## src/rtl/fsm_door_gen2.sv

```systemverilog
// fsm_door_gen2: garage-door controller with travel timeout, auto-close, reversal dead time and latched fault
module fsm_door_gen2 #(
  parameter int TMR_W      = 16,
  parameter int TRAVEL_MAX = 1000,
  parameter int AUTOCLOSE  = 4000,
  parameter int DEAD_CYC   = 4
) (
  input  logic       clk,
  input  logic       rst_n,
  input  logic       key_up,
  input  logic       key_down,
  input  logic       sense_up,
  input  logic       sense_down,
  input  logic       obstruct,
  input  logic       fault_clr,
  output logic       mr,
  output logic       ml,
  output logic       light_red,
  output logic       light_green,
  output logic       fault,
  output logic [2:0] db_state
);
  typedef enum logic [2:0] {
    STOP   = 3'b000,
    CLOSED = 3'b001,
    OPEN   = 3'b010,
    UP     = 3'b011,
    DOWN   = 3'b100,
    FAULT  = 3'b101
  } state_t;
  localparam int DW = DEAD_CYC > 1 ? $clog2(DEAD_CYC + 1) : 1;
  localparam logic [TMR_W-1:0] T_LAST = TMR_W'(TRAVEL_MAX - 1);
  localparam logic [TMR_W-1:0] A_LAST = TMR_W'(AUTOCLOSE > 0 ? AUTOCLOSE - 1 : 0);
  localparam logic [DW-1:0] D_LOAD = DW'(DEAD_CYC);
  state_t state, nxt;
  logic [TMR_W-1:0] tmr, nxt_tmr;
  logic [DW-1:0] dead, nxt_dead;
  logic rev;
  // next state: fault latch, dual-sensor fault and emergency stop override the per-state moves
  always_comb begin
    nxt = state;
    if (state == FAULT) nxt = fault_clr ? STOP : FAULT;
    else if (sense_up && sense_down) nxt = FAULT;
    else if (key_up && key_down) nxt = STOP;
    else
      case (state)
        STOP:    nxt = key_up ? UP : key_down ? DOWN : sense_down ? CLOSED : sense_up ? OPEN : STOP;
        CLOSED:  nxt = key_up ? UP : CLOSED;
        OPEN:    nxt = (key_down || (AUTOCLOSE != 0 && tmr == A_LAST)) ? DOWN : OPEN;
        UP:      nxt = sense_up ? OPEN : key_down ? DOWN : tmr == T_LAST ? FAULT : UP;
        DOWN:    nxt = sense_down ? CLOSED : (key_up || obstruct) ? UP : tmr == T_LAST ? FAULT : DOWN;
        default: nxt = STOP;
      endcase
  end
  // shared timer restarts on every state change (and on key_up while open); dead time only on direct reversal
  always_comb begin
    rev = (state == UP && nxt == DOWN) || (state == DOWN && nxt == UP);
    nxt_tmr = (nxt != state || (state == OPEN && key_up)) ? '0 :
              ((state == UP || state == DOWN || state == OPEN) && tmr != '1) ? tmr + TMR_W'(1) : tmr;
    nxt_dead = rev ? D_LOAD : nxt != state ? '0 : dead != '0 ? dead - DW'(1) : dead;
  end
  // state, timers and outputs registered together so outputs decode the new state with no glitches
  always_ff @(posedge clk) begin
    if (!rst_n) begin
      state       <= STOP;
      tmr         <= '0;
      dead        <= '0;
      mr          <= 1'b0;
      ml          <= 1'b0;
      light_red   <= 1'b1;
      light_green <= 1'b0;
      fault       <= 1'b0;
      db_state    <= 3'b000;
    end else begin
      state       <= nxt;
      tmr         <= nxt_tmr;
      dead        <= nxt_dead;
      mr          <= nxt == UP && nxt_dead == '0;
      ml          <= nxt == DOWN && nxt_dead == '0;
      light_red   <= nxt != OPEN;
      light_green <= nxt == OPEN;
      fault       <= nxt == FAULT;
      db_state    <= nxt;
    end
  end
endmodule

```

## config.mk

```make
export PLATFORM = sky130hd
export DESIGN_NAME = fsm_door_gen2
export DESIGN_NICKNAME = d
export VERILOG_FILES = /design/src/rtl/fsm_door_gen2.sv
export SDC_FILE = /design/constraint.sdc
export NUM_CORES = 1
export LEC_CHECK = 0
export CAP_MARGIN = 20
export CORE_ASPECT_RATIO = 0.75
export CORE_MARGIN = 8
export CORE_UTILIZATION = 55
export DETAILED_ROUTE_END_ITERATION = 8
export PLACE_DENSITY = 0.78
export SLEW_MARGIN = 10
export SYNTH_ARGS = -nofsm -noshare
export SYNTH_HDL_FRONTEND = slang
export SYNTH_SLANG_ARGS = --single-unit
```

## constraint.sdc

```tcl
create_clock -name clk -period 3.1 [get_ports clk]
set_input_delay 0.31 -clock clk [delete_from_list [all_inputs] [get_ports clk]]
set_output_delay 0.31 -clock clk [all_outputs]
set_load 0.03 [all_outputs]
```

==> summary.md <==
| Metric | Value |
|---|---|
| Delay-heaviest family, CP | `simple AND/OR/NAND/NOR gates` |
| Share of layout cells above drive strength 1 | `12.3%` |
| Synth cell count leaders | `dfxtp_1 (27), nor3_1 (19), nand2_1 (18)` |
| Post-cts sizing count | `0` |
| Register area share after synthesis | `31.3%` |
| RSZ-0062 raised after global routing | `false` |
| Mux contribution to synthesized area | `1.88%` |
| GR met2 Demand/Resource | `23.9%` |
| Synthesized area | `1730 µm²` |
| Routed WL | `3930 µm` |
| Residual DRC | `0` |
| Capturing element type of the critical path | `register` |
| Inst Count DP | `253` |
| Grt ovf | `0` |
| Initial antenna violation count | `0` |
| LEAKAGE | `0.627 nW` |
| Die Footprint | `5210 µm²` |
| Synth Register Bits | `27` |
| Worst skew pair latency | `0.27 ns` |
| Top-count cell post-synth | `dfxtp_1` |
| CP bufs+invs | `0` |
| R2R Setup Slk | `0.26 ns` |
| Die Y | `64.5 µm` |
| CTS hold repair buffers | `0` |
| Actual slew at the worst max-slew pin | `0.515 ns` |
| YS warnings | `0` |
| Synth top area cells | `dfxtp_1 (31%), xnor2_1 (6.1%), nor3_1 (5.5%)` |
| Crit path kind | `register to register` |
| Data required, critical path | `3.27 ns` |
| CP Cell Sequence | `or4_1 -> or4_4 -> o311a_4 -> mux2i_4 -> nand3_4 -> nor4_1` |
| TritonCTS buffer count | `3` |
| Fin crit share | `91.6%` |
| H-tree depth | `1` |
| Syn avg cell area | `8.43 µm²` |
| FF-to-FF End | `dead[0]` |
| Per-cell routed wire length | `15.3 µm` |
| CTS Root Cell | `clkbuf_8` |
| DRT iter0 DRCs | `127` |
| Clk_skew | `0.00615 ns` |
| Post-synth EDFFs | `0` |
| Final nets | `232` |
| Sum Neg Setup Slack | `0 ns` |
| Port buffer count | `15` |
| Status | `complete, no violations` |
| Critical Path Sink | `dead[0]` |
| Global Route Usage Sum | `15.5%` |
| # IOs | `16` |
| Area Growth Syn to Fin | `13.4%` |
| Post-synthesis xor/xnor area fraction | `8.11%` |
| Die X | `80.7 µm` |
| R2R Path Start | `tmr[12]` |
| Critical Path Start Type | `register` |
| CTS tree | `done` |
| Core Box Area | `2980 µm²` |
| Post-CTS setup buffers | `0` |
| FF-to-FF path depth | `6` |
| CTS max path bufs | `2` |
| Final Slew Violations | `0` |
| Max-Cap Viols | `0` |
| Critical Path Stages | `6` |
| FMAX | `352 MHz` |
| Num rows | `17` |
| Global-route track usage on met3 | `3.72%` |
| Mapped Cells | `205` |
| Largest family of logic cells by synthesized area | `simple AND/OR/NAND/NOR gates` |
| Area share of fa/ha/maj cells after synthesis | `2.90%` |
| Largest net degree at the start of global routing | `20` |
| Async SR Flop Fraction | `0%` |
| Synth Flop Type | `dfxtp_1` |
| Finished Layout Cells | `257` |
| GP Congestion | `0.931` |
| Drt first pass iters | `4` |
| N_diodes | `0` |
| Min-delay worst type | `register to register` |
| Number of global-route vias before repair | `1472` |
| Clk pin slew, worst setup/hold paths | `0.08 ns` |
| Met1 Use GR | `21.6%` |
| Final period demand of the worst path | `2.84 ns` |
| Most Crowded Layer GR | `met2` |
| Area leader, netlist | `dfxtp_1` |
| Global-route wire length before repair | `6760 µm` |
| Max transition margin | `65.3%` |
| Initial Utilization | `58.0%` |
| CP Max Fanout | `19` |
| Detailed Place HPWL | `3000 µm` |
| P per Cell Area | `396 nW/µm²` |
| Worst path slowest cell | `or4_1` |
| Antenna Nets Post-Route | `0` |
| Mapped Nets | `217` |
| Sink Count | `27` |
| Synth top area share | `31.3%` |
| Final hold vios | `0` |
| Arrival time at the worst endpoint | `3.01 ns` |
| Vias | `1575` |
| Peak supply drop | `0.258 mV` |
| Post-synthesis compound-gate area fraction | `16.3%` |
| Post-synth cell types | `50` |
| Final setup fails | `0` |
| Via density | `6.13` |
| Post-synthesis simple-gate area fraction | `34.9%` |
| Slowest stage delay, CP | `0.59 ns` |
| Critical path origin | `tmr[12]` |
## stage by stage
step	setup slack, ns	total power [mW]	utilization, %	hold slack, ns	instance area, µm²
detailed placement	0.227	0.587	64.2	0.561	1910
global route	0.186	0.811	65.8	0.600	1960
floorplan	0.600	0.531	-	0.427	1730
finish	0.262	0.776	65.8	0.581	1960
CTS	0.244	0.779	65.8	0.579	1960
global placement	0.327	0.583	64.2	0.541	1910
## registers in the layout (all words and copies together) (netlist names)
name         count
fault            1
dead             3
ml               1
tmr             16
light_red        1
mr               1
state            3
light_green      1
## power by group
group / switching, mW / internal (mW)
sequential: 0.0155 / 0.356
clock: 0.104 / 0.0899
combinational: 0.133 / 0.0775
total: 0.252 / 0.524
## per-layer routing
layer,part of all wire [%],routed length (µm),vias up
met5,0,0,-
met4,0.36,14,0
met3,6.5,257,2
met2,46,1800,42
met1,47,1870,747
li1,-,-,784
## cell usage in the layout (no fill, tap or decap), drive strengths merged, types with 2 or more instances in the layout
cell and n:
xor2 4, nor2b 2, o211ai 3, xnor2 12, nor3 28, and3b 2
a21oi 9, nor3b 3, nand4 6, clkdlybuf4s50 15, a21o 2, a211oi 5
inv 10, ha 4, nor2 10, o21ai 5, and3 3, and2 2
nand3b 2, dfxtp 27, or4 3, buf 4, mux2i 2, nand3 10
or2 2, nor4 4, nand2 18, o2111ai 2, clkbuf 3
## layout make-up
| type | count | area, µm² |
|---|---|---|
| clock buffers | 3 | 41.3 |
| clock inverters | 1 | 5.00 |
| fillers | 267 | 1020 |
| inverters | 10 | 37.5 |
| multi-input cells | 159 | 1110 |
| flip-flops and latches | 27 | 541 |
| well taps | 38 | 47.5 |
| repair buffers | 19 | 180 |
## worst min-delay path by stage
stage | to | start | cells past startpoint | slack (ns)
finish | tmr[15] | tmr[15] | 2 | 0.58
global route | tmr[15] | tmr[15] | 2 | 0.60
CTS | tmr[15] | tmr[15] | 2 | 0.58
detailed placement | tmr[15] | tmr[15] | 2 | 0.56
global placement | tmr[1] | tmr[1] | 2 | 0.54
floorplan | dead[2] | rst_n | 1 | 0.43
## cell families (layout without fill, tap and decap cells)
logic type | Yosys count | in the layout
DFF | 27 | 27
xor gates and xnor gates | 16 | 16
AOI/OAI and AO/OA | 36 | 36
muxes | 2 | 2
buffers and inverters | 19 | 33
adders and majority gates | 4 | 4
and+or+nand+nor | 101 | 101
## worst reg2reg max path, stage by stage, from the launching register on
cell and delay [ns]:
dfxtp_1 0.35, or4_1 0.59, or4_4 0.57, o311a_4 0.39
mux2i_4 0.21, nand3_4 0.27, nor4_1 0.36
(Power assumes the default switching activity.)
